<file path="config.mk">
export PLATFORM = sky130hd
export DESIGN_NAME = rf_hazard_unit
export DESIGN_NICKNAME = d
export VERILOG_FILES = /design/src/rtl/rf_hazard_unit.sv
export SDC_FILE = /design/constraint.sdc
export NUM_CORES = 1
export LEC_CHECK = 0
export BUFFER_PORTS_ARGS = -buffer_cell sky130_fd_sc_hd__buf_2
export CORE_MARGIN = 2
export CORE_UTILIZATION = 51
export DETAILED_ROUTE_END_ITERATION = 10
export PLACE_DENSITY = 0.9
export SETUP_SLACK_MARGIN = 0.05
export SYNTH_ARGS = -nofsm -noshare
export SYNTH_HDL_FRONTEND = slang
export SYNTH_SLANG_ARGS = --single-unit
</file>
<file path="constraint.sdc">
create_clock -name clk -period 2.7 [get_ports clk]
set_clock_uncertainty 0.15 [all_clocks]
set_input_delay 0.54 -clock clk [delete_from_list [all_inputs] [get_ports clk]]
set_output_delay 0.54 -clock clk [all_outputs]
set_load 0.05 [all_outputs]
</file>
<file path="src/rtl/rf_hazard_unit.sv">
// rf_hazard_unit: load-use hazard detection with a shadow EX/MEM/WB tag pipe; RF_HAZARD_SYNC_LOAD_EN also checks MEM
module rf_hazard_unit #(
  parameter int CNT_W = 32
) (
  input  logic             clk,
  input  logic             rst,
  input  logic             id_valid,
  input  logic             id_rs_re,
  input  logic [4:0]       id_rs,
  input  logic             id_rt_re,
  input  logic [4:0]       id_rt,
  input  logic             id_we,
  input  logic [4:0]       id_waddr,
  input  logic             id_is_load,
  input  logic             flush,
  input  logic             ext_stall,
  output logic             stall_o,
  output logic             lu_hazard_o,
  output logic [2:0]       inflight_o,
  output logic [CNT_W-1:0] stall_cnt_o
);
  typedef struct packed {
    logic       v;
    logic       we;
    logic [4:0] waddr;
    logic       ld;
  } tag_t;
  tag_t ex_t, mem_t, wb_t;
  logic ex_hit, mem_hit, unused_tags;
  function automatic logic match(input tag_t t, input logic [4:0] r);
    return t.v & t.we & t.ld & (t.waddr != 5'd0) & (t.waddr == r);
  endfunction
  assign ex_hit = (id_rs_re & match(ex_t, id_rs)) | (id_rt_re & match(ex_t, id_rt));
`ifdef RF_HAZARD_SYNC_LOAD_EN
  assign mem_hit = (id_rs_re & match(mem_t, id_rs)) | (id_rt_re & match(mem_t, id_rt));
`else
  assign mem_hit = 1'b0;
`endif
  assign lu_hazard_o = id_valid & (ex_hit | mem_hit);
  assign stall_o     = ext_stall | (lu_hazard_o & ~flush);
  assign inflight_o  = {wb_t.v, mem_t.v, ex_t.v};
  // Only the valid bit of older tags is observed; the rest mirrors the RF write bus
  assign unused_tags = ^{mem_t, wb_t};
  always_ff @(posedge clk or posedge rst) begin
    if (rst) begin
      ex_t        <= '0;
      mem_t       <= '0;
      wb_t        <= '0;
      stall_cnt_o <= '0;
    end else if (!ext_stall) begin
      wb_t  <= mem_t;
      mem_t <= ex_t;
      ex_t  <= (flush | lu_hazard_o | ~id_valid) ? '0 : tag_t'({1'b1, id_we, id_waddr, id_is_load});
      if (lu_hazard_o & ~flush & ~(&stall_cnt_o))
        stall_cnt_o <= stall_cnt_o + 1'b1;
    end
  end
endmodule

</file>
==> results by group <==
Run status
  – Status: complete, no violations

Synthesis
  – Synth warn: 0
  – EDFF count, synth: 0
  – Mux share of post-synthesis cell area: 1.64%
  – Sequential element share of the synthesized area: 51.1%
  – Simple-Gate Fraction of Synth Area: 22.5%
  – Top post-synthesis cells by area: dfrtp_1 51%, xor2_1 12%, xnor2_1 5.5%
  – FF+latch count, synth: 42
  – Largest family of logic cells by synthesized area: simple AND/OR/NAND/NOR gates
  – Mapped Nets: 224
  – Share of the synthesized area in the top cell type: 51.1%
  – Async SR Flop Fraction: 100%
  – Synth Area in Adders: 0.608%
  – Cell area after synthesis: 2060 sq um
  – Synth cell count leaders: 42 x dfrtp_1, 28 x xor2_1, 20 x nand2_1, 14 x nor2_1, 13 x xnor2_1
  – Mean post-synth cell area: 10.3 sq um
  – Largest area contributor in the netlist: dfrtp_1
  – Most used DFF post-synth: dfrtp_1
  – Number of distinct library cells after synthesis: 29
  – Post-Synthesis Cells: 199
  – Count leader, synth: dfrtp_1
  – Post-Synth XOR/XNOR Area: 17.4%
  – Post-synthesis compound-gate area fraction: 4.26%

Drt
  – DR vias/cell: 5.39
  – Initial drt markers: 110
  – DR WL/cell: 14.2 um
  – DR vias: 1698
  – Drt drc: 0
  – Routed WL: 4470 um
  – DR pass1 iterations: 4
  – DRT antenna net count: 0

Critical path
  – CP delay by family, top: flip-flops
  – Type of the worst setup path: reg -> out
  – Worst Path Arrival: 1820 ps
  – Slowest-stage cell, CP: dfrtp_1
  – CP Launch Type: flop
  – CP endpoint kind: output pin
  – Max incr delay on CP: 430 ps
  – CP cell instances: xnor2_1 > nand4_1 > o22ai_2 > nand2_1 > o21bai_1 > buf_4
  – Reg2reg setup slack: 240 ps
  – Worst EP required: 2010 ps
  – Crit-path max FO: 4
  – Worst path bufs/invs: 1

Layout
  – Multi-input gate area: 962 sq um
  – Fin nets: 289
  – Register Area: 1060 sq um
  – Layout cells sized above 1: 33.2%
  – Fillers: 319
  – Area grow syn2layout: 24.0%
  – Antenna fix cells: 0

Floorplan
  – FP Rows: 23
  – Overall die width: 67.5 um
  – Starting Density: 52.2%
  – DIE HEIGHT: 67.5 um
  – I/O pin count: 61
  – Total die area: 4560 sq um
  – Core area: 3940 sq um

Clock network
  – CTS root buffer: clkbuf_8
  – Total CTS buffers: 5
  – # H-tree levels: 2
  – Post-CTS Hold Fix Bufs: 0
  – Max clock buf depth: 2
  – Clock Latency Late Sink: 290 ps
  – Clk sinks: 42
  – TritonCTS clock tree: yes
  – Reg clk slew, reported paths: 80 ps

Global route
  – First-pass GRT wire length: 7150 um
  – Tot GR Track Use: 21.2%
  – Vias in the first global route: 1516
  – Largest net degree at the start of global routing: 43
  – Initial antenna violation count: 0
  – Gr ovfl total: 0

Timing
  – Setup TNS: 0 ps
  – Final Max Slew Viols: 0
  – Final Setup Violations: 0
  – RSZ-0062 raised after global routing: no
  – Final WS setup: 191 ps
  – Slew @ Worst Pin: 507 ps
  – Relative slew margins: 65.7%
  – Endpoints failing hold: 0
  – Fmax: 399 MHz
  – Final Cycle Share: 92.9%
  – Crit path time final: 2510 ps

Power and ir drop
  – Power per cell area: 481 nW/um^2
  – Pleak: 1.37 nW
  – Peak supply drop: 425 uV

Job
  – # Max-Cap Violations: 0

Place
  – DP Worst Slack: 197 ps
  – Post-detail-place hpwl: 3280 um
  – Placer Congestion: 0.783
  – IO buf count: 60

Worst hold path
  – Worst min path class: in -> async
==> layout by cell type (no fill, tap or decap), types with 2 or more instances in the layout <==
cell type and count:
nor3_1 12, xor2_1 28, nor2_1 14, a22o_1 7, buf_4 6, xnor2_1 13, nand3_1 9, and3_1 6
clkbuf_1 2, nand2_1 20, nand4_1 11, or3_1 2, dfrtp_2 9, nor4_1 8, mux2_2 3, buf_2 59
clkbuf_8 5, dfrtp_1 33, inv_1 5
==> through the flow <==
stage	cell area [sq um]	util (%)	instances	hold WS, ps	total power, mW
final	2550	64.7	315	207	1.23
after global routing	2550	64.7	315	280	1.27
after CTS	2540	64.5	315	226	1.23
after detailed placement	2440	61.8	307	329	0.756
after global placement	2440	61.8	307	324	0.754
after floorplan	2070	-	199	329	0.723
==> kinds of logic (layout without fill, tap and decap cells) <==
logic type / after synthesis / after routing
xor gates and xnor gates: 41 / 41
buffers and inverters: 12 / 78
AOI/OAI and AO/OA: 11 / 11
DFF: 42 / 42
adders and majority gates: 1 / 1
muxes: 3 / 3
and+or+nand+nor: 89 / 89
==> sequential cells by signal (all words and copies together), names as in the netlist <==
register / flops
ex_t: 7
inflight_o: 3
stall_cnt_o: 32
==> power breakdown <==
group,total (mW),switching [mW],internal (mW)
Clock,0.482,0.206,0.277
Combinational,0.0953,0.0563,0.0391
Sequential,0.649,0.0103,0.639
Total,1.23,0.272,0.955
==> final timing paths <==
kind | startpoint | cells after the start | end
max | ex_t[1] | 6 | stall_o
min | rst | 3 | stall_cnt_o[15]
max reg2reg | stall_cnt_o[6] | 6 | stall_cnt_o[31]
min reg2reg | stall_cnt_o[8] | 1 | stall_cnt_o[8]
max in group asynchronous | rst | 3 | stall_cnt_o[1]
min in group clk | id_waddr[4] | 2 | ex_t[5]
==> per-layer routing <==
metal  track usage (%)  vias up  part of all wire (%)  wire (um)
met3              5.00        5                   3.8        170
li1                  -      825                     -          -
met2              33.5       39                    50       2250
met5                 0        -                     0          0
met4              7.65        0                   1.2         55
met1              28.6      829                    45       1990
==> tightest hold or removal path, stage by stage <==
cell	delay (ps)
buf_2	90
inv_1	40
buf_4	430
==> area by class of cell <==
cell class / instances / area share [%]
flip-flops and latches: 42 / 41.6
multi-input cells: 145 / 37.7
repair buffers: 65 / 13.3
clock buffers: 7 / 2.99
well taps: 50 / 2.45
clock inverters: 1 / 1.18
inverters: 5 / 0.735
==> what timing repair did <==
item | in CTS | in global routing
resized for setup | 0 | 3
setup endpoints to repair | 0 | 2
buffers inserted | 0 | 0
No activity file was read; power rests on OpenSTA's default activity.
